<file path="src/rtl/mac_array_ctrl.sv">
// mac_array_ctrl: job sequencer for the 2D MAC tile array.
// Runs clear -> (weight load -> kernel propagate, WS only) -> execute -> drain
// for each accepted job and drives the array, L0 and output FIFO strobes.
module mac_array_ctrl #(
    parameter int row     = 8,
    parameter int col     = 8,
    parameter int len_nij = 16,
    parameter int cnt_bw  = 8
) (
    input  logic       clk,
    input  logic       reset,
    input  logic       start,
    input  logic       mode,
    input  logic       l0_ready,
    input  logic       ofifo_full,
    output logic [1:0] inst_w,
    output logic       mode_select,
    output logic       arr_reset,
    output logic       l0_rd,
    output logic       ofifo_wr,
    output logic       busy,
    output logic       done,
    output logic       ovf_err
);

    typedef enum logic [2:0] {
        IDLE, CLR, WAITL, LOAD, GAP, EXEC, DRAIN, DONE
    } state_t;

    // Last index of each counted phase, and the output-write window on e.
    localparam logic [cnt_bw-1:0] ROW_LAST = cnt_bw'(row - 1);
    localparam logic [cnt_bw-1:0] COL_LAST = cnt_bw'(col - 1);
    localparam logic [cnt_bw-1:0] NIJ_LAST = cnt_bw'(len_nij - 1);
    localparam logic [cnt_bw-1:0] LAT      = cnt_bw'(row + col - 1);
    localparam logic [cnt_bw-1:0] WR_LAST  = cnt_bw'(row + col - 2 + len_nij);

    state_t            state, nxt;
    logic [cnt_bw-1:0] cnt, cnt_n;   // LOAD / GAP beat counter
    logic [cnt_bw-1:0] e, e_n;       // cycles since first EXEC beat
    logic              mode_q, mode_n;

    // Next-state, counter and mode-latch decisions for the current state.
    always_comb begin
        nxt    = state;
        cnt_n  = cnt;
        e_n    = e;
        mode_n = mode_q;
        case (state)
            IDLE: begin
                if (start) begin
                    nxt    = CLR;
                    mode_n = mode;
                end
            end
            CLR: begin
                cnt_n = '0;
                e_n   = '0;
                if (!l0_ready) nxt = WAITL;
                else           nxt = mode_q ? EXEC : LOAD;
            end
            WAITL: begin
                if (l0_ready) nxt = mode_q ? EXEC : LOAD;
            end
            LOAD: begin
                if (cnt == ROW_LAST) begin
                    nxt   = GAP;
                    cnt_n = '0;
                end else begin
                    cnt_n = cnt + cnt_bw'(1);
                end
            end
            GAP: begin
                // The last gap beat is held until L0 can feed a full pass.
                if (cnt == COL_LAST) begin
                    if (l0_ready) nxt = EXEC;
                end else begin
                    cnt_n = cnt + cnt_bw'(1);
                end
            end
            EXEC: begin
                e_n = e + cnt_bw'(1);
                if (e == NIJ_LAST) nxt = DRAIN;
            end
            DRAIN: begin
                e_n = e + cnt_bw'(1);
                if (e == WR_LAST) nxt = DONE;
            end
            DONE:    nxt = IDLE;
            default: nxt = IDLE;
        endcase
    end

    // State/counter register with Moore outputs decoded from the next state.
    always_ff @(posedge clk) begin
        if (reset) begin
            state       <= IDLE;
            cnt         <= '0;
            e           <= '0;
            mode_q      <= 1'b0;
            inst_w      <= 2'b00;
            mode_select <= 1'b0;
            arr_reset   <= 1'b0;
            l0_rd       <= 1'b0;
            ofifo_wr    <= 1'b0;
            busy        <= 1'b0;
            done        <= 1'b0;
            ovf_err     <= 1'b0;
        end else begin
            state       <= nxt;
            cnt         <= cnt_n;
            e           <= e_n;
            mode_q      <= mode_n;
            inst_w      <= {nxt == EXEC, nxt == LOAD};
            mode_select <= (nxt != IDLE) && mode_n;
            arr_reset   <= (nxt == CLR);
            l0_rd       <= (nxt == LOAD) || (nxt == EXEC);
            ofifo_wr    <= ((nxt == EXEC) || (nxt == DRAIN)) &&
                           (e_n >= LAT) && (e_n <= WR_LAST);
            busy        <= (nxt != IDLE);
            done        <= (nxt == DONE);
            // Overflow is only flagged; the write itself still goes out.
            ovf_err     <= ovf_err || (ofifo_wr && ofifo_full);
        end
    end

endmodule

</file>
<file path="config.mk">
export PLATFORM = sky130hd
export DESIGN_NAME = mac_array_ctrl
export DESIGN_NICKNAME = d
export VERILOG_FILES = /design/src/rtl/mac_array_ctrl.sv
export SDC_FILE = /design/constraint.sdc
export NUM_CORES = 1
export LEC_CHECK = 0
export CAP_MARGIN = 5
export CORE_MARGIN = 5
export CORE_UTILIZATION = 55
export DETAILED_ROUTE_END_ITERATION = 8
export GPL_TIMING_DRIVEN = 0
export PLACE_DENSITY = 0.89
export SETUP_SLACK_MARGIN = 0.15
export SLEW_MARGIN = 20
export SYNTH_ARGS = -nofsm -noshare
export SYNTH_HDL_FRONTEND = slang
export SYNTH_SLANG_ARGS = --single-unit
</file>
<file path="constraint.sdc">
create_clock -name clk -period 5.9 [get_ports clk]
set_input_delay 1.18 -clock clk [delete_from_list [all_inputs] [get_ports clk]]
set_output_delay 1.18 -clock clk [all_outputs]
set_load 0.03 [all_outputs]
</file>
==> out/qor.json <==
{
  "status": {
    "status": "finished clean"
  },
  "cts": {
    "clk_transition_reported_paths_ns": 0.08,
    "number_of_buffers_created_by_cts": 5,
    "clkSinkCount": 29,
    "post_cts_buffers": 0,
    "clock_insertion_delay_worst_skew_ns": 0.33,
    "h_tree_depth": 2,
    "post_cts_resized": 0,
    "clockRootBuffer": "sky130_fd_sc_hd__clkbuf_4",
    "tritoncts": "done",
    "total_of_hold_buffers_inserted_after_clock_tree_synthesis": 0,
    "clock_tree.buffer_depth": 2
  },
  "place": {
    "post-dp-hpwl_mm": 2.33,
    "placed_cells": 230,
    "gp_routability_congestion": 0.847,
    "dp_worst_setup_slack_ns": 2.97,
    "placement.cell_area_um2": 1700,
    "placement.io_buffers": 14
  },
  "final_layout": {
    "multiInputGateArea_um2": 887,
    "antenna_cells_inserted": 0,
    "final.fill_count": 248,
    "final_design_area_no_fill_um2": 1750,
    "drive_above_1_share_pct": 8.74,
    "syn_to_final_growth_pct": 15.4,
    "mostFrequentLayoutCell": "sky130_fd_sc_hd__dfxtp_1",
    "ff_latch_area_um2": 581,
    "nets": 215,
    "final_cell_mix": "sky130_fd_sc_hd__dfxtp_1, sky130_fd_sc_hd__nor2_1, sky130_fd_sc_hd__nand2_1",
    "final-instance-count-excl-fill": 237,
    "final_core_util_pct": 64.6
  },
  "route": {
    "drtPass1Iterations": 4,
    "drtIter0Drc": 94,
    "vias": 1355,
    "drt_wl_total_mm": 3.10,
    "antenna_left": 0,
    "routed_wire_length_per_instance_um": 13.1,
    "remaining_drc_errors": 0,
    "routed_via_density": 5.72
  },
  "synthesis": {
    "syn_area_per_cell_um2": 8.20,
    "ys_types": 45,
    "ys_seq_elements": 29,
    "yosys-top-cells-area": "sky130_fd_sc_hd__dfxtp_1, sky130_fd_sc_hd__nor2_1, sky130_fd_sc_hd__nand2_1, sky130_fd_sc_hd__xnor2_1, sky130_fd_sc_hd__a21oi_1",
    "dominantRegCellSynth": "sky130_fd_sc_hd__dfxtp_1",
    "mappedNetlistNets": 194,
    "synth_sequential_area_ratio_pct": 38.3,
    "post_synth_instance_area_um2": 1520,
    "asyncSetResetFlopFracSynth_pct": 0,
    "post_synthesis_instance_total": 185,
    "yosysTopAreaCellShare_pct": 38.3,
    "yosys.area.top_type": "sky130_fd_sc_hd__dfxtp_1",
    "synth_edf_count": 0,
    "synth.yosys.warnings": 0
  },
  "grt": {
    "grt_overflow_total": 0,
    "antenna_found_initial": 0,
    "first_global_vias": 1190,
    "largest_net_degree_at_the_start_of_global_routing": 11,
    "grt_pass1_wl_mm": 5.22,
    "groute.usage.overall_pct": 16.7
  },
  "sta": {
    "worst_slack_ns": 3.31,
    "setup_total_negative_slack_ns": 0,
    "tightest_slew_ns": 0.567,
    "worst_clock_skew_ns": 0.00626,
    "crit_share_post_route_pct": 43.9,
    "fin_hold_ws_ns": 0.476,
    "clock_period_minus_final_worst_setup_slack_ns": 2.59,
    "max_clock_freq_mhz": 386,
    "setup_violations": 0,
    "hold_viol_final": 0,
    "timing.slew.headroom_pct": 61.9,
    "drv_slew": 0,
    "rsz_0062_raised_after_global_routing": "no"
  },
  "critical_path": {
    "register_to_register_setup_slack_ns": 3.72,
    "critical-path-max-stage-delay_ns": 0.55,
    "setup.worst_path.end_class": "flop",
    "r2r-start": "cnt[3]$_SDFFE_PP0P_",
    "critical_path_arrival_ns": 2.84,
    "timing.critical_path.cells": "clkdlybuf4s50_1, mux2i_1, nor2_1, a221oi_2, o2111a_2, or2_2, a211oi_1",
    "setup.worst_path.class": "input pin to flop",
    "crit_path_top_delay_cell": "sky130_fd_sc_hd__clkdlybuf4s50_1",
    "required_ns": 6.15,
    "cpLargestDelayFamily": "compound AO/OA/AOI/OAI gates",
    "worstRegToRegCells": 6,
    "path_max_fanout": 6,
    "cp_num_buf_inv": 1,
    "critical_path.startpoint_type": "input pin",
    "r2r-end": "l0_rd$_SDFF_PP0_"
  },
  "power_and_ir_drop": {
    "net_switching_fraction_of_the_power_pct": 36.0,
    "net_switching_mw": 0.193,
    "power.leakage_nw": 0.603,
    "power.total_mw": 0.537,
    "cellInternalPower_mw": 0.343,
    "power.share.sequential_pct": 41.4,
    "p_clk_share_pct": 22.5,
    "p_comb_share_pct": 36.1,
    "power_density_nw_per_um2": 307,
    "vdd_drop_max_mv": 0.245
  },
  "floorplanning": {
    "pin_count": 15,
    "placeableCoreArea_um2": 2710,
    "initial_utilization_pct": 56.0,
    "rows": 19,
    "die_w_um": 62.5,
    "die_area_um2": 3910,
    "die-height_um": 62.5
  },
  "min_path": {
    "hold-path-cell-count": 2,
    "whs_endpoint": "ovf_err$_SDFF_PP0_",
    "hold_path_startpoint": "ovf_err$_SDFF_PP0_",
    "worst_hold_path_type": "flop to flop"
  },
  "job": {
    "cap_viol_max_count": 0
  }
}
[flip-flops by register name (all words and copies together) (netlist names)]
signal,flops
state,3
done,1
ovf_err,1
busy,1
l0_rd,1
e,8
arr_reset,1
mode_select,1
ofifo_wr,1
inst_w,2
cnt,8
mode_q,1
[worst max-delay path by stage]
stage / startpoint / end / slack (ns) / cells past startpoint
final: l0_ready / l0_rd$_SDFF_PP0_ / 3.31 / 7
after global routing: l0_ready / l0_rd$_SDFF_PP0_ / 3.18 / 7
after CTS: l0_ready / l0_rd$_SDFF_PP0_ / 3.31 / 7
after detailed placement: l0_ready / l0_rd$_SDFF_PP0_ / 2.97 / 7
after global placement: l0_ready / l0_rd$_SDFF_PP0_ / 2.98 / 7
after floorplan: l0_ready / l0_rd$_SDFF_PP0_ / 3.67 / 6
[worst reg2reg max path, cell delays in order, from the launching register on]
cell and delay, ns:
sky130_fd_sc_hd__dfxtp_1 0.35, sky130_fd_sc_hd__or3_1 0.39, sky130_fd_sc_hd__nor4_1 0.42, sky130_fd_sc_hd__nand4_1 0.17
sky130_fd_sc_hd__o2111a_2 0.22, sky130_fd_sc_hd__or2_2 0.32, sky130_fd_sc_hd__a211oi_1 0.21
[cells by family (layout without fill, tap and decap cells)]
group,count (synthesis),count (layout),share of synthesized area [%]
simple gates,89,89,29.7
xor+xnor,12,12,6.93
compound gates,34,34,15.3
buf+inv,12,33,3.22
fa+ha+maj,3,3,2.48
flops,29,29,38.3
mux,6,6,4.13
[cell type report]
cell class / count / area share, %
flip-flops and latches: 29 / 33.2
multi-input cells: 144 / 50.7
well taps: 31 / 2.22
repair buffers: 14 / 8.01
plain buffers: 8 / 1.93
inverters: 4 / 0.858
clock buffers: 7 / 3.15
[routing by layer]
| metal | global-route usage (%) | up-vias | part of all wire, % |
|---|---|---|---|
| met4 | 8.22 | 0 | 1.7 |
| met3 | 6.12 | 6 | 6.7 |
| li1 | - | 698 | - |
| met5 | 0 | - | 0 |
| met2 | 25.1 | 46 | 47 |
| met1 | 20.9 | 605 | 44 |
[synth_stat cells (2+ instances only)]
library cell / count
sky130_fd_sc_hd__buf_2: 3
sky130_fd_sc_hd__inv_1: 4
sky130_fd_sc_hd__a31oi_1: 2
sky130_fd_sc_hd__nor2b_1: 3
sky130_fd_sc_hd__a22oi_1: 2
sky130_fd_sc_hd__dfxtp_1: 29
sky130_fd_sc_hd__mux2i_1: 4
sky130_fd_sc_hd__nor3b_1: 3
sky130_fd_sc_hd__mux2_2: 2
sky130_fd_sc_hd__nand4_1: 2
sky130_fd_sc_hd__buf_1: 2
sky130_fd_sc_hd__or3_1: 3
sky130_fd_sc_hd__a21o_1: 2
sky130_fd_sc_hd__nand2b_1: 5
sky130_fd_sc_hd__nand3_1: 8
sky130_fd_sc_hd__xor2_1: 5
sky130_fd_sc_hd__and2_1: 4
sky130_fd_sc_hd__nor4_1: 3
sky130_fd_sc_hd__o21ai_0: 5
sky130_fd_sc_hd__a21oi_1: 10
sky130_fd_sc_hd__nor2_1: 25
sky130_fd_sc_hd__nor3_1: 9
sky130_fd_sc_hd__nand2_1: 17
sky130_fd_sc_hd__ha_1: 3
sky130_fd_sc_hd__clkbuf_1: 3
sky130_fd_sc_hd__xnor2_1: 7
sky130_fd_sc_hd__o31ai_1: 2
[power by group through the flow]
stage               registers [mW]  clock network (mW)  logic, mW
floorplan                    0.243                   0      0.124
global placement             0.226                   0      0.189
detailed placement           0.227                   0      0.191
CTS                          0.223               0.124      0.193
global route                 0.225               0.135      0.214
finish                       0.222               0.121      0.194
(Power assumes the default switching activity.)
